<file path="config.mk">
export PLATFORM = sky130hd
export DESIGN_NAME = multicycle_controller
export DESIGN_NICKNAME = d
export VERILOG_FILES = /design/src/rtl/multicycle_controller.sv
export SDC_FILE = /design/constraint.sdc
export NUM_CORES = 1
export LEC_CHECK = 0
export CORE_UTILIZATION = 50
export CTS_BUF_LIST = sky130_fd_sc_hd__clkbuf_2 sky130_fd_sc_hd__clkbuf_4 sky130_fd_sc_hd__clkbuf_8
export CTS_CLUSTER_DIAMETER = 60
export CTS_CLUSTER_SIZE = 40
export DETAILED_ROUTE_END_ITERATION = 8
export PLACE_DENSITY = 0.83
export SYNTH_ARGS = -nofsm -noshare
export SYNTH_HDL_FRONTEND = slang
export SYNTH_SLANG_ARGS = --single-unit
export TNS_END_PERCENT = 100
</file>
<file path="constraint.sdc">
create_clock -name clk -period 2.64 [get_ports clk]
set_input_delay 0.528 -clock clk [delete_from_list [all_inputs] [get_ports clk]]
set_output_delay 0.528 -clock clk [all_outputs]
set_load 0.01 [all_outputs]
</file>
<file path="src/rtl/multicycle_controller.sv">
// Purpose : main control FSM of the multicycle RV32I core; drives every datapath select/enable.
// Latency : MEM_RD_WAIT=1 -> branch 5, R/I/LUI/AUIPC/store/JAL 6, JALR 7, load 8 cycles.
// Backpress: none; one state per cycle, memory assumed to answer after MEM_RD_WAIT extra cycles.
//
// Ports:
//   clk, reset (async, active-high)
//   op_code/funct3/funct7       instruction fields from the IR
//   Zero/ALUResultLSB           ALU status used to resolve branches
//   adr_src, mem_write, IR_write, reg_write, PC_write, result_src,
//   alu_src_a, alu_src_b, imm_src, alu_control   datapath controls
//   instr_retire, retire_count  retire pulse and wrapping retire counter
//   illegal                     sticky illegal-opcode flag
// Build option: define CTRL_ILLEGAL_TRAP_EN to trap on unknown opcodes
// (default: unknown opcodes retire as a NOP and illegal reads 0).
module multicycle_controller #(
    parameter int MEM_RD_WAIT  = 1,
    parameter int RETIRE_CNT_W = 32
) (
    input  logic                    clk,
    input  logic                    reset,
    input  logic [6:0]              op_code,
    input  logic [2:0]              funct3,
    input  logic [6:0]              funct7,
    input  logic                    Zero,
    input  logic                    ALUResultLSB,
    output logic                    adr_src,
    output logic                    mem_write,
    output logic                    IR_write,
    output logic                    reg_write,
    output logic                    PC_write,
    output logic [1:0]              result_src,
    output logic [1:0]              alu_src_a,
    output logic [1:0]              alu_src_b,
    output logic [2:0]              imm_src,
    output logic [3:0]              alu_control,
    output logic                    instr_retire,
    output logic [RETIRE_CNT_W-1:0] retire_count,
    output logic                    illegal
);

    typedef enum logic [4:0] {
        S_FETCH, S_FETCH_W, S_FETCH2, S_DECODE,
        S_MEMADR, S_MEMREAD, S_MEMWAIT, S_MEMWB, S_MEMWRITE,
        S_EXECR, S_EXECI, S_EXEC_LUI, S_EXEC_AUIPC, S_ALUWB,
        S_BRANCH, S_JAL_LINK, S_EXEC_JALR, S_JALR_LINK, S_JUMP,
        S_TRAP
    } state_t;

    localparam logic [6:0] OP_LOAD  = 7'b0000011;
    localparam logic [6:0] OP_STORE = 7'b0100011;
    localparam logic [6:0] OP_R     = 7'b0110011;
    localparam logic [6:0] OP_I     = 7'b0010011;
    localparam logic [6:0] OP_BR    = 7'b1100011;
    localparam logic [6:0] OP_JAL   = 7'b1101111;
    localparam logic [6:0] OP_JALR  = 7'b1100111;
    localparam logic [6:0] OP_LUI   = 7'b0110111;
    localparam logic [6:0] OP_AUIPC = 7'b0010111;

    localparam logic [2:0] IMM_I = 3'd0;
    localparam logic [2:0] IMM_S = 3'd1;
    localparam logic [2:0] IMM_B = 3'd2;
    localparam logic [2:0] IMM_J = 3'd3;
    localparam logic [2:0] IMM_U = 3'd4;

    localparam logic [3:0] ALU_ADD  = 4'd0;
    localparam logic [3:0] ALU_SUB  = 4'd1;
    localparam logic [3:0] ALU_AND  = 4'd2;
    localparam logic [3:0] ALU_OR   = 4'd3;
    localparam logic [3:0] ALU_XOR  = 4'd4;
    localparam logic [3:0] ALU_SLT  = 4'd5;
    localparam logic [3:0] ALU_SLTU = 4'd6;
    localparam logic [3:0] ALU_SLL  = 4'd7;
    localparam logic [3:0] ALU_SRL  = 4'd8;
    localparam logic [3:0] ALU_SRA  = 4'd9;

    state_t                  state_q, state_d;
    logic [RETIRE_CNT_W-1:0] retire_count_q;

    // Only funct7[5] distinguishes SUB/SRA; the other bits are immediate or reserved.
    logic unused_funct7;
    assign unused_funct7 = ^{funct7[6], funct7[4:0]};

    // Arithmetic decode shared by R- and I-type; allow_sub is false for I-type
    // because funct7 there is part of the immediate except for shifts.
    function automatic logic [3:0] arith_op(input logic [2:0] f3, input logic f7b5,
                                            input logic allow_sub);
        logic [3:0] op;
        case (f3)
            3'b000:  op = (allow_sub && f7b5) ? ALU_SUB : ALU_ADD;
            3'b001:  op = ALU_SLL;
            3'b010:  op = ALU_SLT;
            3'b011:  op = ALU_SLTU;
            3'b100:  op = ALU_XOR;
            3'b101:  op = f7b5 ? ALU_SRA : ALU_SRL;
            3'b110:  op = ALU_OR;
            default: op = ALU_AND;
        endcase
        return op;
    endfunction

    always_comb begin
        state_d      = state_q;
        adr_src      = 1'b0;
        mem_write    = 1'b0;
        IR_write     = 1'b0;
        reg_write    = 1'b0;
        PC_write     = 1'b0;
        result_src   = 2'd0;
        alu_src_a    = 2'd0;
        alu_src_b    = 2'd0;
        imm_src      = IMM_I;
        alu_control  = ALU_ADD;
        instr_retire = 1'b0;

        case (state_q)
            S_FETCH: begin
                state_d = (MEM_RD_WAIT != 0) ? S_FETCH_W : S_FETCH2;
            end
            S_FETCH_W: begin
                state_d = S_FETCH2;
            end
            S_FETCH2: begin
                // PC <= PC+4 on the same edge the IR/old_PC capture the fetched word.
                IR_write   = 1'b1;
                PC_write   = 1'b1;
                result_src = 2'd2;
                state_d    = S_DECODE;
            end
            S_DECODE: begin
                // Precompute old_PC + imm so ALU_out holds the branch/jump target.
                alu_src_a = 2'd1;
                alu_src_b = 2'd1;
                imm_src   = (op_code == OP_JAL) ? IMM_J : IMM_B;
                case (op_code)
                    OP_LOAD, OP_STORE: state_d = S_MEMADR;
                    OP_R:              state_d = S_EXECR;
                    OP_I:              state_d = S_EXECI;
                    OP_BR:             state_d = S_BRANCH;
                    OP_JAL:            state_d = S_JAL_LINK;
                    OP_JALR:           state_d = S_EXEC_JALR;
                    OP_LUI:            state_d = S_EXEC_LUI;
                    OP_AUIPC:          state_d = S_EXEC_AUIPC;
                    default: begin
`ifdef CTRL_ILLEGAL_TRAP_EN
                        state_d = S_TRAP;
`else
                        instr_retire = 1'b1;
                        state_d      = S_FETCH;
`endif
                    end
                endcase
            end
            S_MEMADR, S_MEMREAD, S_MEMWAIT, S_MEMWRITE: begin
                // Address computation stays on the ALU so ALU_out cannot drift
                // while memory is being accessed.
                alu_src_a = 2'd2;
                alu_src_b = 2'd1;
                imm_src   = (op_code == OP_STORE) ? IMM_S : IMM_I;
                case (state_q)
                    S_MEMADR:  state_d = (op_code == OP_STORE) ? S_MEMWRITE : S_MEMREAD;
                    S_MEMREAD: begin
                        adr_src = 1'b1;
                        state_d = (MEM_RD_WAIT != 0) ? S_MEMWAIT : S_MEMWB;
                    end
                    S_MEMWAIT: begin
                        adr_src = 1'b1;
                        state_d = S_MEMWB;
                    end
                    default: begin
                        adr_src      = 1'b1;
                        mem_write    = 1'b1;
                        instr_retire = 1'b1;
                        state_d      = S_FETCH;
                    end
                endcase
            end
            S_MEMWB: begin
                reg_write    = 1'b1;
                result_src   = 2'd1;
                instr_retire = 1'b1;
                state_d      = S_FETCH;
            end
            S_EXECR: begin
                alu_src_a   = 2'd2;
                alu_control = arith_op(funct3, funct7[5], 1'b1);
                state_d     = S_ALUWB;
            end
            S_EXECI: begin
                alu_src_a   = 2'd2;
                alu_src_b   = 2'd1;
                alu_control = arith_op(funct3, funct7[5], 1'b0);
                state_d     = S_ALUWB;
            end
            S_EXEC_LUI, S_EXEC_AUIPC: begin
                alu_src_a = (state_q == S_EXEC_LUI) ? 2'd3 : 2'd1;
                alu_src_b = 2'd1;
                imm_src   = IMM_U;
                state_d   = S_ALUWB;
            end
            S_ALUWB: begin
                reg_write    = 1'b1;
                instr_retire = 1'b1;
                state_d      = S_FETCH;
            end
            S_BRANCH: begin
                // Compare rs1/rs2 and load the precomputed target only when taken.
                alu_src_a    = 2'd2;
                instr_retire = 1'b1;
                state_d      = S_FETCH;
                case (funct3)
                    3'b000: begin alu_control = ALU_SUB;  PC_write = Zero;          end
                    3'b001: begin alu_control = ALU_SUB;  PC_write = !Zero;         end
                    3'b100: begin alu_control = ALU_SLT;  PC_write = ALUResultLSB;  end
                    3'b101: begin alu_control = ALU_SLT;  PC_write = !ALUResultLSB; end
                    3'b110: begin alu_control = ALU_SLTU; PC_write = ALUResultLSB;  end
                    3'b111: begin alu_control = ALU_SLTU; PC_write = !ALUResultLSB; end
                    default: begin alu_control = ALU_SUB; PC_write = 1'b0;          end
                endcase
            end
            S_JAL_LINK: begin
                alu_src_a  = 2'd1;
                alu_src_b  = 2'd1;
                imm_src    = IMM_J;
                reg_write  = 1'b1;
                result_src = 2'd3;
                state_d    = S_JUMP;
            end
            S_EXEC_JALR, S_JALR_LINK: begin
                alu_src_a = 2'd2;
                alu_src_b = 2'd1;
                if (state_q == S_JALR_LINK) begin
                    reg_write  = 1'b1;
                    result_src = 2'd3;
                    state_d    = S_JUMP;
                end else begin
                    state_d    = S_JALR_LINK;
                end
            end
            S_JUMP: begin
                // Keep the ALU inputs of the link state; JAL and JALR differ in base and imm.
                alu_src_a    = (op_code == OP_JAL) ? 2'd1 : 2'd2;
                alu_src_b    = 2'd1;
                imm_src      = (op_code == OP_JAL) ? IMM_J : IMM_I;
                PC_write     = 1'b1;
                instr_retire = 1'b1;
                state_d      = S_FETCH;
            end
            default: begin
                // S_TRAP: everything idle until reset.
                state_d = state_q;
            end
        endcase
    end

    always_ff @(posedge clk or posedge reset) begin
        if (reset) begin
            state_q        <= S_FETCH;
            retire_count_q <= '0;
        end else begin
            state_q <= state_d;
            if (instr_retire) begin
                retire_count_q <= retire_count_q + RETIRE_CNT_W'(1);
            end
        end
    end

    assign retire_count = retire_count_q;

`ifdef CTRL_ILLEGAL_TRAP_EN
    logic illegal_q;

    always_ff @(posedge clk or posedge reset) begin
        if (reset) begin
            illegal_q <= 1'b0;
        end else if (state_d == S_TRAP) begin
            illegal_q <= 1'b1;
        end
    end

    assign illegal = illegal_q;
`else
    assign illegal = 1'b0;
`endif

endmodule

</file>
# Yosys cells after proc, flatten, opt, wreduce, memory -nomap -nowiden
# Index checks and enable logic that the tools add are counted.
dict set report totals {
  inputBits 21
  elab_cells 91
  regBits 37
  output_inout_bits 52
}
dict set report classes {
  eq_ne 34
  mux 32
  n_reduce_logical 22
  n_addsub 1
}
# op count
set ops {}
lappend ops {{one-hot mux 4 bit (7 select lines)} 2}
lappend ops {{one-hot mux 5 bit (9 select lines)} 1}
lappend ops {{equality test 5 x 4 -> 1 bit (second input constant)} 8}
lappend ops {{one-hot mux 5 bit (8 select lines)} 1}
lappend ops {{adder 32 x 1 -> 32 bit (second input constant)} 1}
lappend ops {{one-hot mux 4 bit (3 select lines)} 2}
lappend ops {{equality test 7 x 6 -> 1 bit (second input constant)} 3}
lappend ops {{equality test 7 bit (second input constant)} 3}
lappend ops {{equality test 5 x 3 -> 1 bit (second input constant)} 4}
lappend ops {{OR reduction 2 bit} 9}
lappend ops {{OR reduction 9 bit} 2}
lappend ops {{one-hot mux 2 bit (4 select lines)} 2}
lappend ops {{equality test 5 bit (second input constant)} 3}
lappend ops {{one-hot mux 3 bit (5 select lines)} 1}
lappend ops {{equality test 7 x 5 -> 1 bit (second input constant)} 2}
lappend ops {{equality test 3 bit (second input constant)} 4}
lappend ops {{2-to-1 mux 1 bit} 12}
lappend ops {{OR reduction 12 bit} 1}
lappend ops {{OR reduction 4 bit} 3}
lappend ops {{equality test 5 x 2 -> 1 bit (second input constant)} 2}
lappend ops {{2-to-1 mux 2 bit} 5}
lappend ops {{nonzero test 9 bit} 1}
lappend ops {{equality test 7 x 2 -> 1 bit (second input constant)} 1}
lappend ops {{equality test 3 x 2 -> 1 bit (second input constant)} 2}
lappend ops {{11 further kinds} 14}

# Logic depth before layout (Yosys ltp)
# Gate-level depths: netlist of run 1.
dict set report logic_depth {
  ltp_word 4
  ltp_mapped 9
  depth_no_buf 6
}

# Least setup slack after synthesis of run 1
# Ideal clock, no wire load.
dict set report synth_timing {
  path_type {in2out}
  start {input op_code[2]}
  end {output alu_src_a[0]}
  t_arrival_ps 1817
  n_path_buf 1
  stages 6
  required_ps 2112
  setup_slack_ps 295
  cell_sequence {clkbuf_1 nand4b_1 or3_1 nor3b_1 a21oi_1 o22ai_1}
}
dict set report synth_via {
  elab_chain_cells 3
}
# element line_no
set synth_lines {}
lappend synth_lines {{start, declared} 21} ;# input logic [6:0] op_code,
lappend synth_lines {{equality test 7 bit} 241} ;# alu_src_a = (op_code == OP_JAL) ? 2'd1 : 2'd2;
lappend synth_lines {{2-to-1 mux 2 bit} 241}
lappend synth_lines {{one-hot mux 2 bit (4 select lines)} 115} ;# case (state_q)
lappend synth_lines {{end, declared} 32} ;# output logic [1:0] alu_src_a,
# Every way passes these cells.

# Worst setup path after layout of run 1
dict set report layout_timing {
  start {input op_code[1]}
  end {output alu_src_a[0]}
}
# Same word-level chain as after synthesis.

==> results of run 1 <==
-- routing by layer --
metal  vias to the layer above  routed length (um)  global-route usage
met5                         -                   0                   0
met4                         0                  65             0.07128
met3                         6                 324             0.03748
met2                        84                3327              0.4194
met1                      1238                2930              0.3171
li1                       1274                   -                   -
-- sequential cells by signal, indices dropped and copies added, names as in the netlist --
name          flops
retire_count     32
state_q           5
-- cell usage after synthesis (2+ instances only) --
| cell type | n |
|---|---|
| a21oi_1 | 17 |
| nand2b_1 | 8 |
| nand4_1 | 14 |
| mux2_2 | 2 |
| o22ai_1 | 8 |
| xor2_1 | 3 |
| clkbuf_1 | 12 |
| inv_1 | 8 |
| o41ai_1 | 2 |
| nand3_1 | 20 |
| dfrtp_1 | 37 |
| and3_1 | 12 |
| buf_6 | 7 |
| buf_1 | 2 |
| and3_2 | 2 |
| a22o_1 | 2 |
| buf_2 | 2 |
| and4_1 | 3 |
| nand4_2 | 2 |
| or3_1 | 2 |
| o32ai_1 | 2 |
| a31oi_1 | 2 |
| a21boi_0 | 2 |
| nor2_1 | 28 |
| nor3b_1 | 3 |
| nor3_1 | 7 |
| nand2_1 | 23 |
| nor2b_1 | 6 |
| xnor2_1 | 31 |
| o21ai_0 | 14 |
| or2_1 | 2 |
| buf_4 | 2 |
| or4_1 | 2 |
-- how the worst max path moves through the flow --
stage                    start             end  cells past startpoint
detailed placement  op_code[1]    alu_src_a[0]                      7
global route        state_q[2]         adr_src                      8
floorplan           op_code[2]    alu_src_a[0]                      6
CTS                 state_q[2]  alu_control[2]                      7
global placement    op_code[5]    alu_src_a[0]                      7
finish              op_code[1]    alu_src_a[0]                      7
-- final cells by class --
| type | count | area (sq um) | share of cell area |
|---|---|---|---|
| flip-flops and latches | 37 | 925.9 | 0.2568 |
| repair buffers | 95 | 864.6 | 0.2398 |
| clock buffers | 6 | 76.32 | 0.02117 |
| clock inverters | 2 | 10.01 | 0.002776 |
| well taps | 70 | 87.58 | 0.02429 |
| inverters | 9 | 33.78 | 0.009368 |
| multi-input cells | 245 | 1608 | 0.4459 |
-- stage by stage --
step,setup WS [ps],cells,util,power [mW]
finish,78.77,464,0.7060,2.673
global route,14.90,464,0.7060,2.848
CTS,4.874,463,0.6960,2.658
detailed placement,-441.5,455,0.6771,2.303
global placement,-444.7,455,0.6771,2.280
floorplan,295.2,316,-,1.796
-- kinds of logic (layout without fill, tap and decap cells) --
family	Yosys count	after routing	synth area share
AND/OR/NAND/NOR	144	144	0.3013
AO/OA/AOI/OAI	60	60	0.1445
flip-flops	37	37	0.3484
XOR/XNOR	34	34	0.1121
buffers and inverters	34	112	0.07156
multiplexers	3	3	0.01224
adder cells (fa/ha/maj)	2	2	0.008474
other	1	2	0.001411
-- timing repair --
| action | in CTS | in global routing |
|---|---|---|
| endpoints found under the setup margin | 13 | 7 |
| pin swaps | 4 | 6 |
| hold endpoints to repair | 0 | 0 |
| gates cloned | 0 | 0 |
| setup buffers | 0 | 1 |
| resized for setup | 32 | 14 |
-- power by group through the flow --
stage	sequential (mW)	clock, mW	combinational [mW]
6_report	0.748	0.383	1.54
5_1_grt	0.760	0.419	1.67
4_1_cts	0.749	0.395	1.51
3_5_place_dp	0.758	0	1.55
3_3_place_gp	0.752	0	1.53
2_1_floorplan	0.749	0	1.05
==> impl_results.rst, run 1 <==
.. list-table::
   :header-rows: 1

   * - Metric
     - Value
   * - Crit-path cells
     - clkdlybuf4s50_1 -> nand3_2 -> or3_4 -> nor3b_4 -> a21oi_1 -> o22ai_1 -> buf_2
   * - DRC violations left
     - 0
   * - Core Area
     - 5107 sq um
   * - Gate count after technology mapping
     - 315
   * - Highest ir drop seen on vdd
     - 0.0006864 V
   * - Fin nets
     - 415
   * - Number of flops mapped to enable cells by yosys
     - 0
   * - Portion of the clock cycle consumed by the worst path in the final layout
     - 0.9702
   * - Antenna violations before repair
     - 0
   * - Average instance area after synthesis
     - 8.437 sq um
   * - Syn. warnings
     - 0
   * - Share of post-route cells with drive strength above 1
     - 0.1650
   * - Area growth syn-to-layout
     - 35.69%
   * - Horizontal extent of the die
     - 74.91 um
   * - Reported leakage power
     - 1.581 nW
   * - Shortest clock period the worst path allows after layout
     - 2561 ps
   * - Clock network power share
     - 0.143
   * - Length of the first detailed-routing pass in iterations
     - 4
   * - Final routed wire length divided by cell count
     - 14.33 um
   * - Slew @ Worst Pin
     - 574.0 ps
   * - Commonest non-fill, non-tap cell in the layout
     - clkdlybuf4s50_1
   * - Cell area reported after detailed placement
     - 3458 sq um
   * - Setup-failing EPs final
     - 0
   * - R2R setup slack
     - 530 ps
   * - I/O Pins
     - 73
   * - Maximum Capacitance Violations
     - 0
   * - Number of buffers created by CTS
     - 5
   * - Library cells used by synthesis
     - 59
   * - Hold bufs inserted after CTS
     - 0
   * - Detailed router's first-iteration violation count
     - 122
   * - Buffers added on ports
     - 64
   * - Arrival time at the worst endpoint
     - 2030 ps
   * - Maximum fanout encountered on the critical timing path
     - 2
   * - Worst Path Buf+Inv
     - 2
   * - Routed Wire Length
     - 6.648 mm
   * - Seq cells post-synth
     - 37
   * - Clock latency on the worst-skew pair
     - 290 ps
   * - Switching Share
     - 0.4401
   * - Fraction of power consumed by combinational cells
     - 0.577
   * - Endpoint of the worst-slack reg-to-reg timing path
     - retire_count[12]
   * - Clock tree from TritonCTS
     - done
   * - Status
     - completed
   * - Register area share after synthesis
     - 0.3484
   * - # rows
     - 26
   * - Clock slew at reported path FFs
     - 70 ps
   * - Total negative slack
     - 0 ps
   * - Maximum single-stage delay on the critical path
     - 490 ps
   * - Finished layout cell area
     - 3606 sq um
   * - Critical path capture point type
     - output port
   * - Fillers
     - 445
   * - Final antenna diode count
     - 0
   * - Top cells by area, synth
     - dfrtp_1, xnor2_1, nor2_1
   * - Final HPWL DP
     - 4.711 mm
   * - Via count of the first global-routing pass
     - 2301
   * - Worst hold path stage count
     - 1
   * - Die Y
     - 74.91 um
   * - Crit-path slowest cell
     - clkdlybuf4s50_1
   * - Sequential cell fraction of total power
     - 0.280
   * - GR Overflow Total
     - 0
   * - Fraction of synthesized cell area taken by the top area cell type
     - 0.3484
   * - Hold Violations, Final
     - 0
   * - Power density of the placed cells
     - 741.3 nW/um^2
   * - Highest-count cells in the layout ignoring fill and taps
     - clkdlybuf4s50_1, dfrtp_1, xnor2_1
   * - CTS sink count
     - 37
   * - Commonest register cell after synthesis
     - dfrtp_1
   * - Number of max-slew violations in the final report
     - 0
   * - Internal power component
     - 1.497 mW
   * - Overall via count from detail_route
     - 2602
   * - Initial Utilization
     - 0.5203
   * - Worst Hold Margin
     - 476.3 ps
   * - Overall fraction of global-route tracks in use
     - 0.2438
   * - Reported net switching power
     - 1.177 mW
   * - Die ar.
     - 5611 sq um
   * - Start of the worst register-to-register path
     - state_q[2]
   * - Maximum number of pins on one net before global-route repair
     - 38
   * - Vias per std cell
     - 5.608
   * - RSZ-0062 raised after global routing
     - false
   * - Hold endpoint
     - retire_count[31]
   * - Final Wtd Congestion
     - 0.8390
   * - Max-slew headroom at the worst pin
     - 0.6173
   * - Clock root buffer
     - clkbuf_8
   * - Category of the most critical setup path
     - input port to output port
   * - Worst min-delay path category
     - register to register
   * - Worst Reg-to-Reg Cells
     - 8
   * - Number of buffers on the longest clock path
     - 2
   * - Count of nets left with antenna violations after detail routing
     - 0
   * - Cell type contributing the most total cell area after synthesis
     - dfrtp_1
   * - FFs w/ async S/R, synth
     - 1.000
   * - Type of element launching the critical path
     - input port
   * - Skew final
     - 9.080 ps
   * - Data required time at the worst endpoint
     - 2110 ps
   * - Launch point of the worst hold path
     - retire_count[31]
   * - Dominant delay contributor by cell family on the critical path
     - simple AND/OR/NAND/NOR gates
   * - Wire length of the first global-routing pass
     - 10.56 mm
   * - Syn Std Cell Area
     - 2658 sq um
   * - Maximum clock frequency
     - 0.3904 GHz
   * - Number of levels the H-tree was split into
     - 2
(Power assumes the default switching activity.)
==> run 2: changes to the inputs <==
--- a/config.mk
+++ b/config.mk
@@ -5,12 +5,13 @@
 export SDC_FILE = /design/constraint.sdc
 export NUM_CORES = 1
 export LEC_CHECK = 0
+export ABC_AREA = 1
 export CORE_UTILIZATION = 50
 export CTS_BUF_LIST = sky130_fd_sc_hd__clkbuf_2 sky130_fd_sc_hd__clkbuf_4 sky130_fd_sc_hd__clkbuf_8
 export CTS_CLUSTER_DIAMETER = 60
 export CTS_CLUSTER_SIZE = 40
 export DETAILED_ROUTE_END_ITERATION = 8
-export PLACE_DENSITY = 0.83
+export PLACE_DENSITY = 0.8
 export SYNTH_ARGS = -nofsm -noshare
 export SYNTH_HDL_FRONTEND = slang
 export SYNTH_SLANG_ARGS = --single-unit
==> run 2 against run 1 <==
The flow now finishes with violations (design-rule violations). Sequential share of layout area decreased by 2.7 points. Area after synthesis increased by 14%. Via count increased by 36%. First-iteration DRC count increased to 3.1 times the previous value. Hold slack improved by 92 ps. Global-route usage increased by 4.3 points. Largest cell class unchanged. Count of clock-buffer cells in the layout increased by 1. Critical path type is now register to output port. Non-clock buffer count decreased by 6. Combinational power decreased by 95%.
==> impl_results.rst, run 2 <==
.. list-table::
   :header-rows: 1

   * - Metric
     - Value
   * - Cell count after placement
     - 649
   * - Die ar.
     - 6397 sq um
   * - I/O Pins
     - 73
   * - Dominant delay contributor by cell family on the critical path
     - buffers and inverters
   * - Highest-count cells in the layout ignoring fill and taps
     - nand2_1, nand3_1, clkdlybuf4s50_1
   * - Seq cells post-synth
     - 37
   * - Worst Path Buf+Inv
     - 2
   * - Number of max-slew violations in the final report
     - 0
   * - Clock slew at reported path FFs
     - 80 ps
   * - RSZ-0062 raised after global routing
     - false
   * - Commonest register cell after synthesis
     - dfrtp_1
   * - Commonest non-fill, non-tap cell in the layout
     - nand2_1
   * - Maximum Capacitance Violations
     - 0
   * - Vias per std cell
     - 5.364
   * - Worst Hold Margin
     - 567.8 ps
   * - Length of the first detailed-routing pass in iterations
     - 7
   * - Maximum single-stage delay on the critical path
     - 540 ps
   * - Maximum clock frequency
     - 0.3928 GHz
   * - Status
     - finished with violations
   * - Fraction of synthesized cell area taken by the top area cell type
     - 0.3045
   * - Final routed wire length divided by cell count
     - 13.03 um
   * - Syn Std Cell Area
     - 3040 sq um
   * - Fillers
     - 522
   * - Library cells used by synthesis
     - 30
   * - Data required time at the worst endpoint
     - 2110 ps
   * - Worst setup slack after placement
     - -185.9 ps
   * - Category of the most critical setup path
     - register to output port
   * - Max FFs per register
     - 32
   * - Clock tree from TritonCTS
     - done
   * - CTS sink count
     - 37
   * - Highest ir drop seen on vdd
     - 0.0003012 V
   * - Final antenna diode count
     - 0
   * - Routed Wire Length
     - 8.584 mm
   * - Final Wtd Congestion
     - 0.8968
   * - Horizontal extent of the die
     - 79.98 um
   * - Core Area
     - 5886 sq um
   * - Top cells by area, synth
     - dfrtp_1, nand2_1, nand3_1
   * - Wire length of the first global-routing pass
     - 14.41 mm
   * - Slew @ Worst Pin
     - 571.0 ps
   * - Skew final
     - 5.155 ps
   * - Portion of the clock cycle consumed by the worst path in the final layout
     - 0.9643
   * - Die Y
     - 79.98 um
   * - Count of placed standard cells in the final layout, fillers left out
     - 659
   * - Critical path capture point type
     - output port
   * - Final worst setup slack
     - 94.12 ps
   * - Gate count after technology mapping
     - 499
   * - Shortest clock period the worst path allows after layout
     - 2546 ps
   * - FFs w/ async S/R, synth
     - 1.000
   * - Clock latency on the worst-skew pair
     - 290 ps
   * - Overall via count from detail_route
     - 3535
   * - Area growth syn-to-layout
     - 33.54%
   * - Syn. warnings
     - 0
   * - List of most frequent post-synthesis cells
     - nand2_1, nand3_1, nor2_1, inv_1, dfrtp_1
   * - Max-slew headroom at the worst pin
     - 0.6164
   * - Count of nets left with antenna violations after detail routing
     - 0
   * - Worst min-delay path category
     - register to register
   * - Final HPWL DP
     - 6.403 mm
   * - Overall fraction of global-route tracks in use
     - 0.2870
   * - Buffers added on ports
     - 64
   * - GR Overflow Total
     - 0
   * - # rows
     - 28
   * - DRC violations left
     - 1
   * - Share of post-route cells with drive strength above 1
     - 0.1113
   * - Via count of the first global-routing pass
     - 3186
   * - Number of buffers on the longest clock path
     - 2
   * - Hold bufs inserted after CTS
     - 0
   * - Clock root buffer
     - clkbuf_8
   * - Cell area reported after detailed placement
     - 3872 sq um
   * - Type of element launching the critical path
     - register
   * - Finished layout cell area
     - 4060 sq um
   * - Crit-path slowest cell
     - clkdlybuf4s50_1
   * - Setup-failing EPs final
     - 0
   * - Detailed router's first-iteration violation count
     - 373
   * - Cell type contributing the most total cell area after synthesis
     - dfrtp_1
   * - Fin nets
     - 605
   * - Maximum fanout encountered on the critical timing path
     - 5
   * - Number of buffers created by CTS
     - 5
   * - Number of levels the H-tree was split into
     - 2
   * - Initial Utilization
     - 0.5166
   * - Hold Violations, Final
     - 0
   * - Average instance area after synthesis
     - 6.093 sq um
   * - Antenna violations before repair
     - 0
   * - Register area share after synthesis
     - 0.3045
   * - Crit-path cells
     - buf_12 -> nand2_1 -> nor3_2 -> a31oi_2 -> nand3_1 -> clkdlybuf4s50_1
   * - Maximum number of pins on one net before global-route repair
     - 38
   * - Arrival time at the worst endpoint
     - 2020 ps
   * - Power density of the placed cells
     - 267.7 nW/um^2
   * - Total negative slack
     - 0 ps
   * - Violated checks
     - design-rule violations
   * - Reported leakage power
     - 2.144 nW
   * - Number of flops mapped to enable cells by yosys
     - 0
   * - Most common cell in the netlist
     - nand2_1
-- run 2: changes by cell type in the layout (fill, tap and decap cells not counted), moves of 7 or more --
cell             delta
nand2_1           +158
xor2_1             +10
nand2b_1            -8
a21oi_1            -11
inv_1              +38
and3_1             -12
nand3_1            +56
o22ai_1             -8
xnor2_1            -26
nor2_1             +22
clkdlybuf4s50_1     +7
-- run 2: worst reg2reg max path: stages (launching register included) --
cell     delay, ps
dfrtp_1        420
ha_1           200
nand3_1        150
nor2_1         270
nand2_2        170
nor2_1         340
nand2_1        100
nand2_1         60
nand2_1         50
nand2_1         60
nand2_1         60
-- run 2: logic make-up (layout without fill, tap and decap cells) --
| family | after synthesis | count (layout) | share of synthesized area |
|---|---|---|---|
| fa+ha+maj | 1 | 1 | 0.004115 |
| compound gates | 27 | 27 | 0.04815 |
| simple gates | 351 | 351 | 0.5012 |
| other cells | 1 | 2 | 0.001233 |
| buf+inv | 64 | 148 | 0.08889 |
| flops | 37 | 37 | 0.3045 |
| xor+xnor | 18 | 18 | 0.05185 |
-- run 2: layer usage --
metal / wire length (um) / global-route usage / vias to the layer above / part of all wire
met3: 695 / 0.05714 / 8 / 0.081
met1: 4079 / 0.4210 / 1602 / 0.48
met2: 3738 / 0.4316 / 159 / 0.44
li1: - / - / 1766 / -
met4: 70 / 0.06250 / 0 / 0.0082
met5: 0 / 0 / - / 0
-- run 2: final timing paths --
kind / from / end / slack (ps) / cells past startpoint
worst max-delay path: state_q[0] / reg_write / 90 / 6
worst min-delay path: retire_count[31] / retire_count[31] / 570 / 2
worst max register to register: retire_count[0] / retire_count[28] / 650 / 10
worst min register to register: retire_count[31] / retire_count[31] / 570 / 2
max in group asynchronous: reset / state_q[4] / 1640 / 3
min in group asynchronous: reset / retire_count[14] / 650 / 3
-- run 2: metrics by stage --
step	power (mW)	util
final	1.087	0.6898
after CTS	1.086	0.6764
after global placement	0.6495	0.6580
after global routing	1.124	0.6898
after floorplan	0.6097	-
after detailed placement	0.6518	0.6580
-- run 2: cell type report --
class                   instances  area, sq um  share of cell area
flip-flops and latches         37        930.9              0.2293
repair buffers                 89        840.8              0.2071
inverters                      51        193.9             0.04777
well taps                      75        93.84             0.02311
clock inverters                 1        5.005            0.001233
clock buffers                   7        96.34             0.02373
multi-input cells             399         1899              0.4678
-- run 2: repair_timing --
| item | 4_1_cts | 5_1_grt |
|---|---|---|
| hold endpoints to repair | 0 | 0 |
| buffers inserted | 0 | 2 |
| endpoints found under the setup margin | 11 | 9 |
| pin swaps | 0 | 1 |
| resized for setup | 16 | 15 |
| cloned | 0 | 0 |
-- run 2: power by group --
part	switching, mW	total, mW	internal [mW]
clock	0.209	0.445	0.236
combinational	0.0391	0.0757	0.0366
sequential	0	0.566	0.566
